### src/rtl/uart_rx_fifo.sv
// Receive-side FIFO for a UART: buffers words from the receiver's done tick, first-word-fall-through read.
// Optional level output is enabled by defining UART_RX_FIFO_LEVEL_EN.
module uart_rx_fifo #(
  parameter int DATA_BITS = 8,
  parameter int ADDR_BITS = 4
) (
  input  logic                 clk,
  input  logic                 reset,
  input  logic                 wr_tick,
  input  logic [DATA_BITS-1:0] wr_data,
  input  logic                 rd,
  input  logic                 clr_ovf,
  output logic [DATA_BITS-1:0] rd_data,
  output logic                 empty,
  output logic                 full,
  output logic                 overflow
`ifdef UART_RX_FIFO_LEVEL_EN
  ,
  output logic [ADDR_BITS:0]   level
`endif
);

  localparam int                DEPTH     = 1 << ADDR_BITS;
  localparam logic [ADDR_BITS:0] DEPTH_CNT = {1'b1, {ADDR_BITS{1'b0}}};

  logic [DATA_BITS-1:0] mem_q [DEPTH];
  logic [ADDR_BITS-1:0] wptr_q, wptr_d;
  logic [ADDR_BITS-1:0] rptr_q, rptr_d;
  logic [ADDR_BITS:0]   count_q, count_d;
  logic                 overflow_q, overflow_d;
  logic                 wr_acc, rd_acc, wr_drop;

  // Flags come straight from the count register, so the strobes never reach them combinationally.
  assign empty = (count_q == '0);
  assign full  = (count_q == DEPTH_CNT);

  // A pop on a full FIFO frees the slot the same edge, so the write still goes in.
  assign wr_acc  = wr_tick && (!full || rd);
  assign rd_acc  = rd && !empty;
  assign wr_drop = wr_tick && full && !rd;

  // NOTE: every signal assigned in always_comb gets a default first so no latch is inferred.
  always_comb begin
    wptr_d     = wptr_q;
    rptr_d     = rptr_q;
    count_d    = count_q;
    overflow_d = overflow_q;

    if (wr_acc) wptr_d = wptr_q + 1'b1;
    if (rd_acc) rptr_d = rptr_q + 1'b1;

    case ({wr_acc, rd_acc})
      2'b10:   count_d = count_q + 1'b1;
      2'b01:   count_d = count_q - 1'b1;
      default: count_d = count_q;
    endcase

    // Set has priority over clear so a drop in the clearing cycle is not lost.
    if (wr_drop)      overflow_d = 1'b1;
    else if (clr_ovf) overflow_d = 1'b0;
  end

  always_ff @(posedge clk or negedge reset) begin
    if (!reset) begin
      wptr_q     <= '0;
      rptr_q     <= '0;
      count_q    <= '0;
      overflow_q <= 1'b0;
    end else begin
      wptr_q     <= wptr_d;
      rptr_q     <= rptr_d;
      count_q    <= count_d;
      overflow_q <= overflow_d;
    end
  end

  // NOTE: the storage array is deliberately left out of reset; stale words are masked by empty.
  always_ff @(posedge clk) begin
    if (wr_acc) mem_q[wptr_q] <= wr_data;
  end

  assign rd_data  = empty ? '0 : mem_q[rptr_q];
  assign overflow = overflow_q;

`ifdef UART_RX_FIFO_LEVEL_EN
  assign level = count_q;
`endif

endmodule
### config.mk
export PLATFORM = sky130hd
export DESIGN_NAME = uart_rx_fifo
export DESIGN_NICKNAME = d
export VERILOG_FILES = /design/src/rtl/uart_rx_fifo.sv
export SDC_FILE = /design/constraint.sdc
export NUM_CORES = 1
export LEC_CHECK = 0
export BUFFER_PORTS_ARGS = -buffer_cell sky130_fd_sc_hd__buf_2
export CORE_UTILIZATION = 40
export DETAILED_ROUTE_END_ITERATION = 10
export HOLD_SLACK_MARGIN = 0.03
export PLACE_DENSITY = 0.53
export REMOVE_ABC_BUFFERS = 1
export SLEW_MARGIN = 30
export SYNTH_ARGS = -nofsm -noshare
export SYNTH_HDL_FRONTEND = slang
export SYNTH_SLANG_ARGS = --single-unit
### constraint.sdc
create_clock -name clk -period 4.3 [get_ports clk]
set_input_delay 0 -clock clk [delete_from_list [all_inputs] [get_ports clk]]
set_output_delay 0 -clock clk [all_outputs]
set_load 0.05 [all_outputs]
==> metrics.md <==
| Metric | Value |
|---|---|
| Final Hold Viols | `0` |
| Largest net degree at the start of global routing | `36` |
| Post-route setup TNS | `0 ps` |
| Fin Hold WS | `473 ps` |
| Nets | `375` |
| Startpoint Class | `flop` |
| Chip width | `124 um` |
| Pre-antenna DRT Iters | `4` |
| ANT nets after route | `0` |
| Sequential share of the synthesized area | `70.7%` |
| Max-slew violation count | `0` |
| Number of cells on the worst reg-to-reg path | `10` |
| Vias post-DR | `2908` |
| Core area | `14500 um2` |
| # Post-CTS Setup Buffers | `0` |
| LEAKAGE | `2.36 nW` |
| Area contributors post-synth | `edfxtp_1, mux4_2, dfrtp_1` |
| Initial drt markers | `229` |
| Placed Instance Area | `6190 um2` |
| Hpwl dp | `7030 um` |
| Final Critical Period | `3500 ps` |
| Rows | `44` |
| Max Cap Viol | `0` |
| RSZ-0062 raised after global routing | `false` |
| Grt total ovfl | `0` |
| Vias in the first global route | `2983` |
| Synthesis Warnings | `0` |
| Total CTS buffers | `17` |
| Clock skew | `4.55 ps` |
| EDFF count, synth | `128` |
| Clock Latency Late Sink | `410 ps` |
| Placed insts | `504` |
| Ys async rst share | `9.86%` |
| Critical Path End Type | `flop` |
| Pwr dens | `682 nW/um2` |
| Die height | `124 um` |
| First-pass GRT wire length | `17600 um` |
| PortBufs | `23` |
| Antenna violations before repair | `0` |
| Finished Core Util | `47.5%` |
| Setup CP Type | `flop to flop` |
| Main flop type after synthesis | `edfxtp_1` |
| Worst-path clk slew | `50 ps` |
| Finished Cell Area | `6880 um2` |
| Initial core utilization | `41.0%` |
| Netlist Area Pre-Place | `5940 um2` |
| Hold Crit Class | `input pin to flop` |
| DRC | `0` |
| Final Cycle Share | `81.4%` |
| Headroom to the max-slew limit | `33.0%` |
| CTS tree | `done` |
| Status | `completed` |
| Hold path depth | `4` |
| Synthesized area per cell | `18.9 um2` |
| Critical Path AT | `3760 ps` |
| Root buf cell | `clkbuf_16` |
| Max Clk Rate | `0.286 GHz` |
| RD Place Congestion | `0.702` |
| Sink Count | `142` |
| Wire per inst | `21.2 um` |
| Final WL | `11600 um` |
| Cells after Synth | `314` |
| ANT cells | `0` |
| Worst slew pin tran | `1000 ps` |
| Top cell type's share of synthesized area | `64.8%` |
| Clk buf depth | `2` |
| Worst vdd ir | `0.289 mV` |
| Vias per cell | `5.29` |
| Area Overhead vs Synth | `15.8%` |
| Cts hold-fix bufs | `14` |
| CTS resizes | `0` |
| Post-synthesis register bit count | `142` |
| Post-synth top area cell | `edfxtp_1` |
| I/O Pins | `24` |
| Final setup fails | `0` |
| Final non-filler cell total | `550` |
| Crit path max fanout | `12` |
| DIE AREA | `15300 um2` |
| Share of layout cells above drive strength 1 | `26.0%` |
| WP data required | `4560 ps` |
| Post-synthesis cell type count | `43` |
| GRT Util Overall | `17.2%` |
| H-tree depth | `4` |
critical path, stage by stage, from the launching register on:
cell	delay (ps)
dfrtp_1	460
or4_4	580
nand2b_1	350
nand2_1	230
inv_1	80
ha_1	330
ha_1	410
o211ai_1	130
nor4b_1	170
a2111oi_0	440
o211ai_1	170
cells in the final DEF, fill, tap and decap left out, types with 2 or more instances in the layout:
cell type,synthesis,layout
and3_1,5,5
dfrtp_1,14,11
nand4_1,2,2
clkbuf_16,0,17
mux2i_1,8,8
nor2_2,1,4
edfxtp_1,128,128
mux4_1,7,7
nor2_1,7,4
dlygate4sd3_1,0,14
buf_2,8,23
o211ai_1,2,2
nand2_1,7,7
a21oi_1,9,9
clkbuf_1,6,8
o21ai_0,9,9
inv_1,8,8
mux4_2,25,25
xnor2_1,9,9
nand3_1,6,6
mux2_2,10,10
and2_1,8,8
ha_1,9,9
clkbuf_8,0,5
dfrtp_2,0,2
nor4b_1,3,3
power by group:
part	leakage, nW	switching, W	internal [W]
Clock	0.260	0.000499	0.000812
Sequential	1.32	0.000319	0.00170
Combinational	0.780	0.000742	0.000617
Total	2.36	0.00156	0.00313
through the flow:
stage | total power, W | setup WS [ps]
3_3_place_gp | 0.00341 | 970
5_1_grt | 0.00493 | 565
6_report | 0.00469 | 798
2_1_floorplan | 0.00300 | 1290
3_5_place_dp | 0.00343 | 785
4_1_cts | 0.00475 | 781
per-layer routing:
layer	part of all wire (%)	vias up	track usage, %
met2	50	59	27.3
met5	0	-	0
li1	-	1341	-
met3	3.5	15	4.21
met1	45	1493	22.2
met4	1.8	0	7.68
synthesized netlist by cell type (2+ instances only):
master	number
edfxtp_1	128
mux4_2	25
dfrtp_1	14
mux2_2	10
a21oi_1	9
ha_1	9
o21ai_0	9
xnor2_1	9
and2_1	8
buf_2	8
inv_1	8
mux2i_1	8
mux4_1	7
nand2_1	7
nor2_1	7
clkbuf_1	6
nand3_1	6
and3_1	5
nor4b_1	3
buf_4	2
buf_6	2
nand4_1	2
o211ai_1	2
worst paths after layout:
| kind | from | end | slack (ps) |
|---|---|---|---|
| max in group asynchronous | reset | rptr_q[1] | 3110 |
| min | rd | rptr_q[2] | 470 |
| max reg2reg | count_q[1] | count_q[4] | 800 |
| min reg2reg | count_q[0] | count_q[0] | 570 |
| max | count_q[1] | count_q[4] | 800 |
| min in group asynchronous | reset | count_q[2] | 690 |
state kept, by name, summed over array words and instances, names as in the netlist:
signal    cells
mem_q       128
wptr_q        4
overflow      1
rptr_q        4
count_q       5
kinds of logic after synthesis:
logic type	share of synthesized area, %
AND/OR/NAND/NOR	4.53
buffers and inverters	2.34
multiplexers	15.8
flip-flops	70.7
AO/OA/AOI/OAI	3.27
XOR/XNOR	1.48
adder cells (fa/ha/maj)	1.90
layout make-up:
type | count | area (um2)
Fill cell | 1227 | 7600
Timing Repair Buffer | 38 | 263
Sequential cell | 142 | 4200
Tap cell | 184 | 230
Clock inverter | 2 | 8.76
Clock buffer | 30 | 524
Inverter | 9 | 38.8
Multi-Input combinational cell | 145 | 1610
Note: power is estimated with default switching activity, not from simulation.
